File: config.mk
export PLATFORM = sky130hd
export DESIGN_NAME = macc_pipe
export DESIGN_NICKNAME = d
export VERILOG_FILES = /design/src/rtl/macc_pkg.sv /design/src/rtl/macc_sat_add.sv /design/src/rtl/macc_pipe.sv
export SDC_FILE = /design/constraint.sdc
export NUM_CORES = 1
export LEC_CHECK = 0
export CAP_MARGIN = 10
export CORE_ASPECT_RATIO = 1.1
export CORE_MARGIN = 2
export CORE_UTILIZATION = 58
export CTS_BUF_LIST = sky130_fd_sc_hd__clkbuf_8
export CTS_CLUSTER_SIZE = 14
export DETAILED_ROUTE_END_ITERATION = 12
export PLACE_DENSITY_LB_ADDON = 0.12
export SETUP_SLACK_MARGIN = 0.1
export SYNTH_ARGS = -nofsm -noshare
export SYNTH_HDL_FRONTEND = slang
export SYNTH_SLANG_ARGS = --single-unit
export TNS_END_PERCENT = 30
File: constraint.sdc
create_clock -name clk -period 6.73 [get_ports clk]
set_input_delay 1.346 -clock clk [delete_from_list [all_inputs] [get_ports clk]]
set_output_delay 1.346 -clock clk [all_outputs]
set_load 0.02 [all_outputs]
File: src/rtl/macc_pkg.sv
// Shared types and arithmetic helpers for the pipelined signed multiply-accumulate unit.
// Helpers work on a fixed wide signed type so one definition serves every accumulator width.
package macc_pkg;

  localparam int MAXW = 128;

  typedef logic signed [MAXW-1:0] wide_t;

  typedef struct packed {
    logic valid;
    logic first;
    logic sub;
  } stage_t;

  typedef struct packed {
    wide_t sum;
    logic  ovf;
  } add_t;

  // Largest value representable in a w-bit two's complement accumulator.
  function automatic wide_t acc_max(input int w);
    wide_t r;
    r = '1;
    r = r >> (MAXW - w + 1);
    return r;
  endfunction

  function automatic wide_t acc_min(input int w);
    return ~acc_max(w);
  endfunction

  // Add at full width; the flag reports whether the sum leaves the w-bit range.
  function automatic add_t sat_add(input wide_t x, input wide_t y, input int w);
    add_t  r;
    wide_t s;
    s     = x + y;
    r.sum = s;
    r.ovf = (s > acc_max(w)) || (s < acc_min(w));
    return r;
  endfunction

endpackage

File: src/rtl/macc_sat_add.sv
// Accumulator update: SIZEOUT+1 wide add with overflow detection and
// clamp-or-wrap result selection.
module macc_sat_add
  import macc_pkg::*;
#(
  parameter int SIZEOUT  = 40,
  parameter bit SATURATE = 1'b1
) (
  input  logic signed [SIZEOUT-1:0] acc_i,
  input  logic                      clr_i,
  input  logic signed [SIZEOUT:0]   p_i,
  output logic signed [SIZEOUT-1:0] res_o,
  output logic                      ovf_o
);

  generate
    if (SIZEOUT + 1 > MAXW) begin : g_too_wide
      $error("macc_sat_add: SIZEOUT exceeds helper width");
    end
  endgenerate

  wide_t acc_w;
  wide_t p_w;
  wide_t clamp_w;
  wide_t sum_w;
  add_t  r;

  always_comb begin
    acc_w   = clr_i ? '0 : {{(MAXW-SIZEOUT){acc_i[SIZEOUT-1]}}, acc_i};
    p_w     = {{(MAXW-SIZEOUT-1){p_i[SIZEOUT]}}, p_i};
    r       = sat_add(acc_w, p_w, SIZEOUT);
    sum_w   = r.sum;
    ovf_o   = r.ovf;
    // An overflowing sum is never zero, so its sign alone picks the rail.
    clamp_w = sum_w[MAXW-1] ? acc_min(SIZEOUT) : acc_max(SIZEOUT);
    if (r.ovf && SATURATE) begin
      res_o = clamp_w[SIZEOUT-1:0];
    end else begin
      res_o = sum_w[SIZEOUT-1:0];
    end
  end

endmodule

File: src/rtl/macc_pipe.sv
// Fully pipelined signed multiply-accumulate: A/B register, M register, P register,
// with per-sample subtract, in-band load, sticky overflow and a saturating run counter.
module macc_pipe
  import macc_pkg::*;
#(
  parameter int SIZEIN   = 16,
  parameter int SIZEOUT  = 40,
  parameter bit SATURATE = 1'b1,
  parameter int CNTW     = 16
) (
  input  logic                      clk,
  input  logic                      rst_n,
  input  logic                      ce,
  input  logic                      in_valid,
  input  logic                      first,
  input  logic                      sub,
  input  logic signed [SIZEIN-1:0]  a,
  input  logic signed [SIZEIN-1:0]  b,
  output logic                      out_valid,
  output logic signed [SIZEOUT-1:0] accum_out,
  output logic                      overflow,
  output logic [CNTW-1:0]           count
);

  generate
    if (SIZEOUT < 2*SIZEIN + 1) begin : g_bad_width
      $error("macc_pipe: SIZEOUT must be at least 2*SIZEIN+1");
    end
  endgenerate

  localparam logic [CNTW-1:0] CNT_ONE = CNTW'(1);

  // Stage 1: operand and control capture
  logic signed [SIZEIN-1:0]  a_q, a_d;
  logic signed [SIZEIN-1:0]  b_q, b_d;
  stage_t                    s1_q, s1_d;

  // Stage 2: signed product, already negated for subtract
  logic signed [SIZEOUT:0]   p_q, p_d;
  stage_t                    s2_q, s2_d;

  // Stage 3: accumulator and run status
  logic signed [SIZEOUT-1:0] acc_q, acc_d;
  logic                      ovf_q, ovf_d;
  logic [CNTW-1:0]           cnt_q, cnt_d;
  logic                      ovld_q, ovld_d;

  logic signed [2*SIZEIN-1:0] a_ext;
  logic signed [2*SIZEIN-1:0] b_ext;
  logic signed [2*SIZEIN-1:0] prod;
  logic signed [SIZEOUT:0]    p_ext;
  logic signed [SIZEOUT-1:0]  sum_res;
  logic                       sum_ovf;

  macc_sat_add #(
    .SIZEOUT  (SIZEOUT),
    .SATURATE (SATURATE)
  ) u_sat_add (
    .acc_i (acc_q),
    .clr_i (s2_q.first),
    .p_i   (p_q),
    .res_o (sum_res),
    .ovf_o (sum_ovf)
  );

  always_comb begin
    a_d  = a;
    b_d  = b;
    s1_d = '{valid: in_valid, first: first, sub: sub};

    a_ext = {{SIZEIN{a_q[SIZEIN-1]}}, a_q};
    b_ext = {{SIZEIN{b_q[SIZEIN-1]}}, b_q};
    prod  = a_ext * b_ext;
    p_ext = {{(SIZEOUT+1-2*SIZEIN){prod[2*SIZEIN-1]}}, prod};
    p_d   = s1_q.sub ? -p_ext : p_ext;
    s2_d  = s1_q;

    acc_d  = acc_q;
    ovf_d  = ovf_q;
    cnt_d  = cnt_q;
    ovld_d = s2_q.valid;
    if (s2_q.valid) begin
      acc_d = sum_res;
      // A load starts a new run, so it discards the previous sticky flag.
      ovf_d = (!s2_q.first && ovf_q) || sum_ovf;
      if (s2_q.first) begin
        cnt_d = CNT_ONE;
      end else if (!(&cnt_q)) begin
        cnt_d = cnt_q + CNT_ONE;
      end
    end
  end

  always_ff @(posedge clk or negedge rst_n) begin
    if (!rst_n) begin
      a_q    <= '0;
      b_q    <= '0;
      s1_q   <= '0;
      p_q    <= '0;
      s2_q   <= '0;
      acc_q  <= '0;
      ovf_q  <= 1'b0;
      cnt_q  <= '0;
      ovld_q <= 1'b0;
    end else if (ce) begin
      a_q    <= a_d;
      b_q    <= b_d;
      s1_q   <= s1_d;
      p_q    <= p_d;
      s2_q   <= s2_d;
      acc_q  <= acc_d;
      ovf_q  <= ovf_d;
      cnt_q  <= cnt_d;
      ovld_q <= ovld_d;
    end
  end

  assign out_valid = ovld_q;
  assign accum_out = acc_q;
  assign overflow  = ovf_q;
  assign count     = cnt_q;

endmodule

# Yosys cells after proc, flatten, opt, wreduce, memory -nomap -nowiden
# Index checks and enable logic that the tools add are counted.
[totals]
ff_bits = 136
input_bits = 38
[op_classes]
addsub = 3
multipliers = 1
magnitude_cmp = 2
eq_ne = 1
mux = 6
n_reduce_logical = 7
[ops]
columns = ["cell", "n"]
rows = [
  ["128-bit by 41-bit adder with 128-bit output", 1],
  ["128-bit by 40-bit greater-than comparator with 1-bit output, second input constant", 1],
  ["128-bit by 40-bit < comparator with 1-bit output, second input constant", 1],
  ["128-bit 2-to-1 mux", 1],
  ["40-bit 2-to-1 mux", 2],
  ["41-bit 2-to-1 mux", 1],
  ["32-bit negator with 41-bit output", 1],
  ["16-bit by 16-bit multiplier with 32-bit output", 1],
  ["16-bit 2-to-1 mux", 2],
  ["16-bit by 1-bit adder with 16-bit output, second input constant", 1],
  ["16-bit AND reduction", 1],
  ["3-bit AND reduction", 1],
  ["1-bit logical OR", 2],
  ["2-bit != test, second input constant", 1],
  ["2-bit AND reduction", 1],
  ["1-bit logical AND", 1],
  ["1-bit logical NOT", 1],
]

# Depth between registers and ports, before layout
# Gate-level depths: netlist of the first run.
[depth]
depth_word = 5
ltp_mapped = 26
ltp_nobuf = 25

# Modules after synthesis
# From an unflattened synthesis of the first run, not the netlist that was laid out.
[hier_totals]
hier_cells = 2260
area_unflattened_um2 = 20769.9
[by_module_without_submodules]
columns = ["module", "n_inst", "cells_each", "area_each_um2", "seq_area_each_um2"]
rows = [
  ["macc_pipe", 1, 1711, 16598.4, 3403.3],
  ["macc_sat_add", 1, 549, 4171.5, 0.0],
]

# Worst setup path after synthesis of the first run
# Ideal clock, no wire load.
[synth_timing]
kind = "reg2reg"
startpoint = "register a_q[15]"
endpoint = "register p_q[33]"
arrival_ns = 7.204
path_slack_ns = -0.614
stages_incl_launch_ff = 23
n_path_buf = 1
path_cell_list = "dfrtp_1 -> clkbuf_1 -> nand2_1 -> fa_1 -> inv_1 -> fa_1 -> fa_1 -> fa_1 -> fa_1 -> inv_1 -> fa_1 -> inv_1 -> ha_1 -> nand2_1 -> o21ai_0 -> nor2_1 -> a311oi_1 -> mux2_2 -> or4_1 -> nor3_1 -> a31oi_1 -> o21ai_0 -> o21ai_0"
[synth_via]
elab_chain_cells = 3
[synth_lines]
columns = ["element", "line_no", "source"]
rows = [
  ["start, declared", "macc_pipe.sv:34", "logic signed [SIZEIN-1:0] a_q, a_d;"],
  ["start signal, assigned", "macc_pipe.sv:96", "a_q <= '0;"],
  ["start signal, assigned", "macc_pipe.sv:106", "a_q <= a_d;"],
  ["16-bit by 16-bit multiplier with 32-bit output (*)", "macc_pipe.sv:73", "prod = a_ext * b_ext;"],
  ["32-bit negator with 41-bit output", "macc_pipe.sv:75", "p_d = s1_q.sub ? -p_ext : p_ext;"],
  ["41-bit 2-to-1 mux (*)", "macc_pipe.sv:75", ""],
  ["end signal, assigned", "macc_pipe.sv:109", "p_q <= p_d;"],
  ["end, declared", "macc_pipe.sv:39", "logic signed [SIZEOUT:0] p_q, p_d;"],
]
# Every way passes the cells marked *; elsewhere a longest branch is shown, timed or not.
# A chain may end at the register's enable or synchronous reset.

# Final worst setup path of the first run
[layout_timing]
startpoint = "register a_q[12]"
endpoint = "register p_q[30]"
# Same word-level chain as after synthesis.

==> summary.txt, run 1 <==
Run status
  • Outcome: finished, violations left
  • Failing checks: setup timing

Route
  • WL final: 52510 um
  • DRT antenna net count: 0
  • Met3 wire length: 2269 um
  • DRT iter0 DRCs: 970
  • Detailed-route via count: 16688
  • Metal2 WL: 25970 um
  • Residual DRC: 0
  • DR vias/cell: 5.636
  • Uppermost routed layer: met4
  • Wire per inst: 17.73 um
  • Initial DRT Pass Iterations: 5
  • DRT met1 WL: 22250 um

Clock network
  • Clock Sink Count: 136
  • CTS clk-pin slew, worst paths: 100 ps
  • CTS tree: yes
  • CTS Buf Count: 17
  • Worst-Skew Late Latency: 540 ps
  • CTS max path bufs: 2
  • Root Buffer: clkbuf_8
  • H-Tree Depth: 4

STA
  • Final Max Tran Viols: 0
  • Post-route setup slack: -163.3 ps
  • RSZ-0062 raised after global routing: yes
  • Final hold vios: 0
  • Fmax: 145.1 MHz
  • Worst-Margin Slew: 1222 ps
  • Finish-stage setup viols: 15
  • Final period utilization: 1.024
  • Clock skew: 18.25 ps
  • Min Tclk post-route: 6893 ps
  • Worst hold slack: 516.6 ps
  • Max-Slew Margin vs Limit: 0.1838

GRT
  • Total GRT Usage: 0.3016
  • First-pass GRT wire length: 86130 um
  • Antenna violations before repair: 1
  • Gr ovfl total: 0
  • Vias in the first global route: 17226
  • Largest net degree at the start of global routing: 79

Layout
  • Util after Layout: 0.7097
  • Sequential cell area: 3437 um^2
  • Area Growth Syn to Fin: 21.22%
  • Fill cells: 2656
  • Antenna fix cells: 0
  • Final net count: 2960
  • Post-Layout Inst Area: 24080 um^2
  • Ratio of cells with drive above 1 in the final layout: 0.1887
  • Multi-input gate area: 15360 um^2
  • Finished Layout Cells: 2961

Synthesis
  • Simple-gate area share of the yosys netlist: 0.1735
  • Sequential fraction of the synthesis area: 0.1713
  • Synth warn: 0
  • Largest area contributor in the netlist: fa_1
  • Post-synth top cells: 356 x inv_1, 287 x fa_1, 211 x nand2_1, 148 x a21oi_1, 136 x dfrtp_1
  • Avg Cell Area, Syn: 8.898 um^2
  • Syn Nets: 2683
  • Register bit total from synthesis: 136
  • Mapped cell area: 19870 um^2
  • Synth Area in XOR/XNOR: 0.04496
  • Number of flops mapped to enable cells by yosys: 0
  • Post-synth top area share: 0.2892
  • Post-Synth Adder-Cell Area: 0.3679
  • Top-count cell post-synth: inv_1
  • Mux cell area share after synthesis: 0.02708
  • Synth Area in Compound Gates: 0.1304
  • Async SR Flop Fraction: 1.000
  • Dominant cells by area after synthesis: fa_1 29%, dfrtp_1 17%, ha_1 7.9%
  • Post-Syn Instances: 2233
  • Ys flop type: dfrtp_1
  • Largest family of logic cells by synthesized area: adder cells
  • Synth cell types: 76

Worst setup path
  • Startpoint Class: register
  • WP data required: 7150 ps
  • Crit path DAT: 7310 ps
  • Flop-to-flop setup slack: -160 ps
  • Crit-path max FO: 6
  • Critical path class: reg2reg
  • Element type at the critical path end: register

Job
  • Max-cap violation count: 0

Placement
  • Final Wtd Congestion: 0.9323
  • Hpwl dp: 41950 um
  • Cells after DPL: 2880
  • Number of buffers added on ports: 95
  • Cell Area, Placed: 22740 um^2

Die
  • Die Ht: 198.1 um
  • Row count: 71
  • Die ar.: 35760 um^2
  • Core Footprint: 33940 um^2
  • Starting Density: 0.5855
  • # IOs: 96
  • Die X-Extent: 180.5 um

Hold path
  • Worst Hold Class: reg2reg
## worst paths after layout
check                           endpoint          start  depth (start not counted)
max                              p_q[30]        a_q[12]                         22
min                        accum_out[39]  accum_out[39]                          2
max reg2reg                      p_q[30]        a_q[12]                         22
min reg2reg                accum_out[39]  accum_out[39]                          2
max in group asynchronous        a_q[14]          rst_n                          2
min in group asynchronous      count[10]          rst_n                          1
## cells by family (layout without fill, tap and decap cells)
group                    Yosys count  after routing
buffers and inverters            446            736
multiplexers                      48             48
AND/OR/NAND/NOR                  681            681
AO/OA/AOI/OAI                    408            408
XOR/XNOR                         102            102
adder cells (fa/ha/maj)          412            412
flip-flops                       136            136
## cells in the final DEF (no fill, tap or decap), types with 7 or more instances in the layout
| master | instances |
|---|---|
| nor3_1 | 19 |
| a211oi_1 | 7 |
| o21a_1 | 8 |
| nor2b_1 | 46 |
| ha_4 | 11 |
| and2_4 | 10 |
| xnor2_1 | 50 |
| buf_12 | 7 |
| nand2_1 | 206 |
| ha_1 | 112 |
| dfrtp_1 | 109 |
| nand2b_1 | 14 |
| xor2_1 | 49 |
| a31oi_1 | 10 |
| and3_1 | 12 |
| fa_1 | 278 |
| o31ai_1 | 44 |
| nand3_1 | 21 |
| dfrtp_2 | 27 |
| nor2_1 | 123 |
| mux2_2 | 41 |
| or3_1 | 9 |
| buf_6 | 11 |
| o2111ai_1 | 9 |
| o211ai_1 | 9 |
| nor4_1 | 15 |
| clkdlybuf4s50_1 | 93 |
| buf_4 | 235 |
| and2_1 | 122 |
| a21oi_1 | 143 |
| a21o_1 | 32 |
| nand4_1 | 23 |
| inv_2 | 8 |
| fa_2 | 9 |
| o21ai_0 | 74 |
| clkbuf_8 | 17 |
| inv_1 | 348 |
## worst max-delay path: stages (launching register included)
cell,delay [ps]
dfrtp_2,490
buf_6,180
buf_4,120
nand2_1,80
fa_1,540
inv_1,50
fa_1,510
fa_1,450
fa_1,520
fa_1,540
inv_1,60
fa_1,520
inv_1,40
ha_1,340
o21ai_0,130
a22oi_1,170
a21oi_1,140
a311oi_2,370
mux2_4,340
or4_4,470
o41ai_4,340
xnor2_1,100
mux2_4,250
## metrics by stage
| stage | setup TNS, ps | setup WS (ps) |
|---|---|---|
| floorplan | -568.7 | -147.7 |
| detailed placement | -7130 | -509.3 |
| finish | -1287 | -163.3 |
| global route | -5900 | -447.0 |
| CTS | -1090 | -159.7 |
| global placement | -4760 | -366.8 |
## routing by layer
| metal | vias to the layer above | track usage |
|---|---|---|
| met2 | 433 | 0.5287 |
| met1 | 8286 | 0.3769 |
| met4 | 0 | 0.1171 |
| li1 | 7857 | - |
| met3 | 112 | 0.04635 |
| met5 | - | 0 |
## repair_timing
item,in CTS,in global routing
gates cloned,0,1
gates resized for setup,67,65
setup buffers,28,20
pin swaps,26,44
hold buffers,0,0
setup endpoints to repair,24,27
## final cells by class
type,instances,share of cell area
multi-input combinational,1651,0.6376
tap,438,0.02275
sequential,136,0.1427
timing repair buffer,348,0.1241
inverter,356,0.05548
clock buffer,17,0.009715
clock inverter,15,0.007585
## sequential cells by signal, indices dropped and copies added (netlist names)
| name | flops |
|---|---|
| s1_q | 3 |
| ovld_d | 1 |
| p_q | 41 |
| accum_out | 40 |
| s2_q | 1 |
| overflow | 1 |
| b_q | 16 |
| a_q | 16 |
| count | 16 |
| out_valid | 1 |
Power of run 1 is not shown: default switching activity piles up to over one toggle a cycle in this logic, so the estimate is an artifact.
==> run 2, diff against run 1 <==
--- a/config.mk
+++ b/config.mk
@@ -8,7 +8,7 @@
 export CAP_MARGIN = 10
 export CORE_ASPECT_RATIO = 1.1
 export CORE_MARGIN = 2
-export CORE_UTILIZATION = 58
+export CORE_UTILIZATION = 45
 export CTS_BUF_LIST = sky130_fd_sc_hd__clkbuf_8
 export CTS_CLUSTER_SIZE = 14
 export DETAILED_ROUTE_END_ITERATION = 12
==> run 2 against run 1 <==
Against the previous run: the run still ends with setup timing left; flip-flop and latch count unchanged; final cell count increased by 4.3%; setup slack got worse by 150 ps; clock skew increased by 8.1 ps; largest cell class unchanged; critical path depth increased by 1; global-route usage decreased by 5.5 points; first-iteration DRC count decreased by 15%; via count decreased by 2.7%; maximum frequency decreased by 2.2%; sequential share of layout area decreased by 0.056 points; core utilization decreased by 15 points; non-clock buffer count decreased by 10.
==> summary.txt, run 2 (synthesis results as in run 1) <==
STA
  • Clock skew: 26.33 ps (+8.073 ps)
  • Min Tclk post-route: 7046 ps (+152.4 ps)
  • Final period utilization: 1.047 (+0.02265)
  • Final Max Tran Viols: 0 (unchanged)
  • Final hold vios: 0 (unchanged)
  • RSZ-0062 raised after global routing: yes
  • Worst hold slack: 506.9 ps (-9.706 ps)
  • Post-route setup slack: -315.7 ps (-152.4 ps)
  • Fmax: 141.9 MHz (-2.2%)
  • Worst-Margin Slew: 1164 ps (-57.74 ps)
  • Max-Slew Margin vs Limit: 0.2224 (+0.03858)
  • Finish-stage setup viols: 15 (unchanged)

GRT
  • Vias in the first global route: 17413 (+1.1%)
  • Largest net degree at the start of global routing: 84 (+6.3%)
  • Antenna violations before repair: 0 (-1)
  • Total GRT Usage: 0.2464 (-0.05521)
  • Gr ovfl total: 0 (unchanged)
  • First-pass GRT wire length: 89880 um (+4.4%)

Clock network
  • Root Buffer: clkbuf_8
  • CTS tree: yes
  • Clock Sink Count: 136 (unchanged)
  • CTS clk-pin slew, worst paths: 120 ps (+20 ps)
  • CTS Buf Count: 17 (unchanged)
  • H-Tree Depth: 4 (unchanged)
  • CTS max path bufs: 2 (unchanged)
  • Worst-Skew Late Latency: 550 ps (about the same)

Hold path
  • Worst Hold Class: reg2reg

Layout
  • Max reg flops: 41 (unchanged)
  • Most common cell after layout, fill and taps aside: inv_1
  • Reg with most FFs: p_q
  • Post-Layout Inst Area: 24130 um^2 (+0.18%)
  • Area Growth Syn to Fin: 21.43%
  • Final net count: 2950 (-0.34%)
  • Antenna fix cells: 0 (unchanged)
  • Commonest non-fill, non-tap cells in the layout: 347 x inv_1, 274 x fa_1, 221 x buf_4, 207 x nand2_1, 142 x a21oi_1
  • Finished Layout Cells: 3087 (+4.3%)
  • Ratio of cells with drive above 1 in the final layout: 0.1787 (-0.009993)

Route
  • DRT antenna net count: 0 (unchanged)
  • Detailed-route via count: 16245 (-2.7%)
  • WL final: 53760 um (+2.4%)
  • Residual DRC: 0 (unchanged)
  • DR vias/cell: 5.262 (-6.6%)
  • Wire per inst: 17.41 um (-1.8%)
  • DRT iter0 DRCs: 826 (-15%)
  • Initial DRT Pass Iterations: 5 (unchanged)

Die
  • Die Ht: 224.4 um (+13%)
  • # IOs: 96 (unchanged)
  • Row count: 80 (+13%)
  • Die ar.: 45850 um^2 (+28%)
  • Die X-Extent: 204.4 um (+13%)
  • Starting Density: 0.4574 (-0.1281)
  • Core Footprint: 43440 um^2 (+28%)

Worst setup path
  • Critical path class: reg2reg
  • WP data required: 7150 ps (about the same)
  • Crit-path max FO: 6 (unchanged)
  • Startpoint Class: register
  • Element type at the critical path end: register
  • Flop-to-flop setup slack: -320 ps (-150 ps)
  • Crit path DAT: 7470 ps (+160 ps)

Placement
  • Final Wtd Congestion: 0.8793 (-5.7%)
  • Hpwl dp: 42840 um (+2.1%)
  • Cell Area, Placed: 22930 um^2 (+0.86%)
  • Cells after DPL: 3011 (+4.5%)
  • Number of buffers added on ports: 95 (unchanged)

Job
  • Max-cap violation count: 0 (unchanged)

Run status
  • Outcome: finished, violations left
  • Failing checks: setup timing
run 2: area by class of cell:
cell class / count / area [um^2]
Clock buffer: 17 / 234.0
Clock inverter: 15 / 148.9
Fill cell: 3978 / 19310
Inverter: 356 / 1336
Multi-Input combinational cell: 1651 / 15300
Sequential cell: 136 / 3430
Tap cell: 574 / 718.2
Timing Repair Buffer: 338 / 2964
run 2: metal layers:
layer | share of wire | vias up | GRT usage
met2 | 0.50 | 303 | 0.4373
met5 | 0 | - | 0
li1 | - | 7825 | -
met3 | 0.030 | 84 | 0.03057
met1 | 0.44 | 8033 | 0.3141
met4 | 0.026 | 0 | 0.07200
run 2: worst max-delay path, stage by stage, from the launching register on:
cell and delay (ps):
dfrtp_2 500, buf_6 150, and2_4 130, fa_1 540, inv_2 40, fa_2 470
fa_2 550, inv_2 40, fa_1 460, fa_1 520, inv_2 40, fa_1 510
inv_2 50, ha_4 270, nand4_1 160, nor3_2 130, o211ai_1 240, a311oi_2 450
mux2_4 340, or4_4 460, buf_12 160, o41ai_4 330, xnor2_1 110, mux2_4 260
run 2: through the flow:
stage	setup slack [ps]	TNS [ps]	util
floorplan	-147.7	-568.7	-
global placement	-444.8	-5900	0.5279
detailed placement	-573.3	-7985	0.5279
CTS	-283.5	-2428	0.5505
global route	-520.7	-7710	0.5554
finish	-315.7	-2458	0.5554
run 2: final timing paths:
check / from / end / cells past startpoint
worst max-delay path: b_q[6] / p_q[30] / 23
max in group asynchronous: rst_n / a_q[15] / 2
worst max register to register: b_q[6] / p_q[30] / 23
min in group asynchronous: rst_n / count[2] / 1
worst min register to register: overflow / overflow / 1
worst min-delay path: overflow / overflow / 1
run 2: timing repair:
item / in CTS / in global routing
gates cloned: 0 / 1
hold buffers: 0 / 0
pin swaps: 50 / 23
setup endpoints to repair: 25 / 26
buffers inserted: 31 / 12
gates resized for setup: 88 / 26
Power of run 2 is left out for the same reason.
==> patch 1: new RTL, flow settings as in run 1 <==
`SATURATE` is set to 1'b1 in 2 places; all go to 1'b0.
--- a/src/rtl/macc_sat_add.sv
+++ b/src/rtl/macc_sat_add.sv
@@ -5,5 +5,5 @@
 #(
   parameter int SIZEOUT  = 40,
-  parameter bit SATURATE = 1'b1
+  parameter bit SATURATE = 1'b0
 ) (
   input  logic signed [SIZEOUT-1:0] acc_i,
--- a/src/rtl/macc_pipe.sv
+++ b/src/rtl/macc_pipe.sv
@@ -6,5 +6,5 @@
   parameter int SIZEIN   = 16,
   parameter int SIZEOUT  = 40,
-  parameter bit SATURATE = 1'b1,
+  parameter bit SATURATE = 1'b0,
   parameter int CNTW     = 16
 ) (
Check against the original RTL: not settled (the Yosys comparison gave no result); the edit may change what the design does.
==> patch 1 against run 1 <==
  * Critical path type unchanged
  * Wire length fell by 3.8%
  * Non-clock buffer count fell by 14
  * Clock skew rose by 0.0061 ns
  * Setup slack got worse by 0.038 ns
  * The run still ends with setup timing left
  * Sequential share of layout area rose by 0.12 points
  * Area after synthesis fell by 2.0%
  * Core utilization rose by 0.83 points
  * Sequential cell count did not move
  * Hold slack got worse by 0.0096 ns
  * Critical path depth rose by 1
  * Count of clock-buffer cells in the layout did not move
  * Cell area fell by 1.0%
Power is not shown: default switching activity piles up to over one toggle a cycle in this logic, so the estimate is an artifact.
==> patch 1: results (changes against run 1) <==
- Worst Hold Launch: accum_out[34]$_DFFE_PN0P_
- Post-Route WL: 50.5 mm (-3.8%)
- Largest net degree at the start of global routing: 67 (-15%)
- Mux contribution to synthesized area: 2.81% (+0.11 points)
- Worst-path fanout max: 8 (+2)
- Met2 GRT Util: 52.8% (-0.060 points)
- Worst slack, placed: -0.279 ns (+0.231 ns)
- Met3 Use GR: 4.81% (+0.17 points)
- Setup_tns: -1.64 ns (-0.352 ns)
- Layout cells sized above 1: 20.5% (+1.7 points)
- # setup viols final: 16 (+1)
- Met1 Track Usage GR: 37.8% (+0.069 points)
- Synth Area in XOR/XNOR: 4.49% (-0.0054 points)
- WHS: 0.507 ns (-0.00964 ns)
- Post-route insts no fill: 2859 (-3.4%)
- Number of instances in the placed design: 2781 (-3.4%)
- Routed vias: 16087 (-3.6%)
- Post-synthesis adder-cell area fraction: 37.5% (+0.74 points)
- Status: finished, violations left
- Met2 routed WL: 25.9 mm (-0.20%)
- Area after DPL: 22400 µm² (-1.5%)
- Synth top area share: 29.5% (+0.59 points)
- # resized after CTS: 75 (+12%)
- CP max stage delay: 0.57 ns (+0.03 ns)
- All-Layer GR Usage: 30.4% (+0.26 points)
- Syn_nets: 2589 (-3.5%)
- Top cells by count, synth: inv_1 (345), fa_1 (287), nand2_1 (215), dfrtp_1 (136), and2_1 (134)
- Iter 0 DRT Violations: 969 (-0.10%)
- Crit. Startpoint: b_q[5]$_DFFE_PN0P_
- Mapped Cells: 2139 (-4.2%)
- Initial antenna violation count: 0 (-1)
- Post-CTS Setup Inserts: 27 (-3.6%)
- Failing checks: setup timing
- Worst-skew pair later-pin latency: 0.51 ns (-0.03 ns)
- Final worst slack: -0.201 ns (-0.0379 ns)
- Hold endpoint: accum_out[34]$_DFFE_PN0P_
- Vias in the first global route: 17034 (-1.1%)
- Netlist cell types: 84 (+11%)
- Post-detail-place hpwl: 38.9 mm (-7.2%)
-- patch 1: cell types whose count changed after synthesis, sizes merged, moves of 7 or more --
cell / before / now
a21oi: 148 / 104
o31ai: 49 / 14
nor2: 128 / 102
a21o: 32 / 44
inv: 356 / 345
a211o: 2 / 11
nand3: 21 / 30
xor2: 50 / 41
a211oi: 8 / 16
clkbuf: 82 / 74
a31oi: 14 / 7
-- patch 1: critical path: cells and delay by family (launching register included) --
family / cells / cell delay [ns]
fa+ha+maj: 7 / 3.34
xor+xnor: 1 / 0.13
buf+inv: 6 / 0.48
flops: 1 / 0.50
simple gates: 2 / 0.70
compound gates: 7 / 1.65
-- patch 1: final cells by class --
class	count	area, µm²
clock inverters	15	189
clock buffers	17	234
inverters	345	1300
flip-flops and latches	136	3430
well taps	432	541
fillers	2559	9360
multi-input cells	1580	15200
repair buffers	334	2900
==> patch 2: new RTL, settings of run 1 <==
Without the edit above. Reset style: synchronous (`rst_n`), changed in one clocked block.
--- a/src/rtl/macc_pipe.sv
+++ b/src/rtl/macc_pipe.sv
@@ -92,5 +92,5 @@
   end
 
-  always_ff @(posedge clk or negedge rst_n) begin
+  always_ff @(posedge clk) begin
     if (!rst_n) begin
       a_q    <= '0;
Formal check against the unedited RTL: not equivalent (a bounded check fails within 4 cycles, from zero or initial values and one cycle with rst_n low; the reset may be asserted at any time).
==> patch 2 against run 1 <==
  * Sequential cell count is the same
  * Die area shrank 2.2%
  * Area after synthesis shrank 2.3%
  * Wire length shrank 3.4%
  * Setup slack gained 0.19 ns
  * Clock skew grew 0.0034 ns
  * Cell area shrank 2.8%
Power is left out: it rests on default switching activity, and per cell area and clock period it moved more than threefold.
==> patch 2: results (changes against run 1) <==
- Hold endpoint: overflow$_SDFFE_PN0P_
- DR WL/cell: 17.6 µm (-0.66%)
- Post-detail-place hpwl: 38.9 mm (-7.3%)
- Top cells by area, synth: fa_1 (30%), dfxtp_1 (14%), ha_1 (8.1%), inv_1 (6.8%), and2_1 (4.3%)
- Syn_nets: 2680 (-0.11%)
- Iter 0 DRT Violations: 959 (-1.1%)
- Nets: 2887 (-2.5%)
- Worst-path fanout max: 7 (+1)
- Arrival time worst endpoint: 7.08 ns (-0.23 ns)
- Largest net degree at the start of global routing: 64 (-19%)
- Layout cells sized above 1: 18.0% (-0.89 points)
- Hold depth: 1 (-1)
- Netlist cell types: 75 (-1.3%)
- Sequential element share of the synthesized area: 14.0% (-3.1 points)
- Status: finished clean
- Placer congestion estimate: 0.922 (-1.1%)
- Synth Flop Type: dfxtp_1
- Global-route wire length before repair: 83.5 mm (-3.1%)
- Vias in the first global route: 17060 (-0.96%)
- Worst Hold Launch: overflow$_SDFFE_PN0P_
- Ys async rst share: 0% (-100 points)
- Syn avg cell area: 8.71 µm² (-2.1%)
- First-pass iteration count of the detailed router: 6 (+1)
- Top cells by count, synth: inv_1 (350), fa_1 (287), nand2_1 (179), nor2_1 (167), dfxtp_1 (136)
- R2r setup slk: 0.03 ns (+0.19 ns)
- All-Layer GR Usage: 29.7% (-0.51 points)
- Slew @ Worst Pin: 1.08 ns (-0.143 ns)
- Worst-skew pair later-pin latency: 0.50 ns (-0.04 ns)
- R2R Path End: p_q[34]$_SDFFE_PN0P_
- Via density: 5.71 (+1.3%)
[patch 2: layer usage]
layer  vias up  global-route usage [%]  part of all wire [%]  routed length (µm)
met5         -                       0                     0                   0
met4         0                    9.67                   3.0                1530
met3       106                    2.75                   4.3                2170
met2       453                    51.9                    49               25100
met1      8148                    38.5                    43               21900
li1       7738                       -                     -                   -
[patch 2: area by class of cell]
cell class	instances	area, µm²
Tap cell	432	541
Multi-Input combinational cell	1638	15700
Inverter	352	1320
Fill cell	2544	9690
Sequential cell	136	2820
Timing Repair Buffer	292	2630
Clock inverter	12	153
Clock buffer	18	248
[patch 2: through the flow]
| stage | hold slack, ns | cell area (µm²) | util, % | worst slack, ns | TNS (ns) |
|---|---|---|---|---|---|
| finish | 0.486 | 23400 | 70.7 | 0.0263 | 0 |
| global route | 0.522 | 23400 | 70.7 | -0.221 | -2.05 |
| CTS | 0.495 | 22700 | 68.5 | 0.105 | 0 |
| detailed placement | 0.476 | 21700 | 65.6 | -0.202 | -2.29 |
| global placement | 0.448 | 21700 | 65.6 | -0.0748 | -0.576 |
| floorplan | 0.450 | 19600 | - | 0.104 | 0 |
[patch 2: cells by family after synthesis]
| family | synth area share, % |
|---|---|
| buffers and inverters | 9.04 |
| adder cells (fa/ha/maj) | 37.6 |
| multiplexers | 2.59 |
| AO/OA/AOI/OAI | 14.0 |
| AND/OR/NAND/NOR | 18.2 |
| XOR/XNOR | 4.56 |
| flip-flops | 14.0 |
[patch 2: repair_timing]
| item | CTS | global route |
|---|---|---|
| pin swaps | 62 | 126 |
| setup endpoints to repair | 21 | 59 |
| resized for setup | 88 | 145 |
| buffers inserted | 28 | 28 |
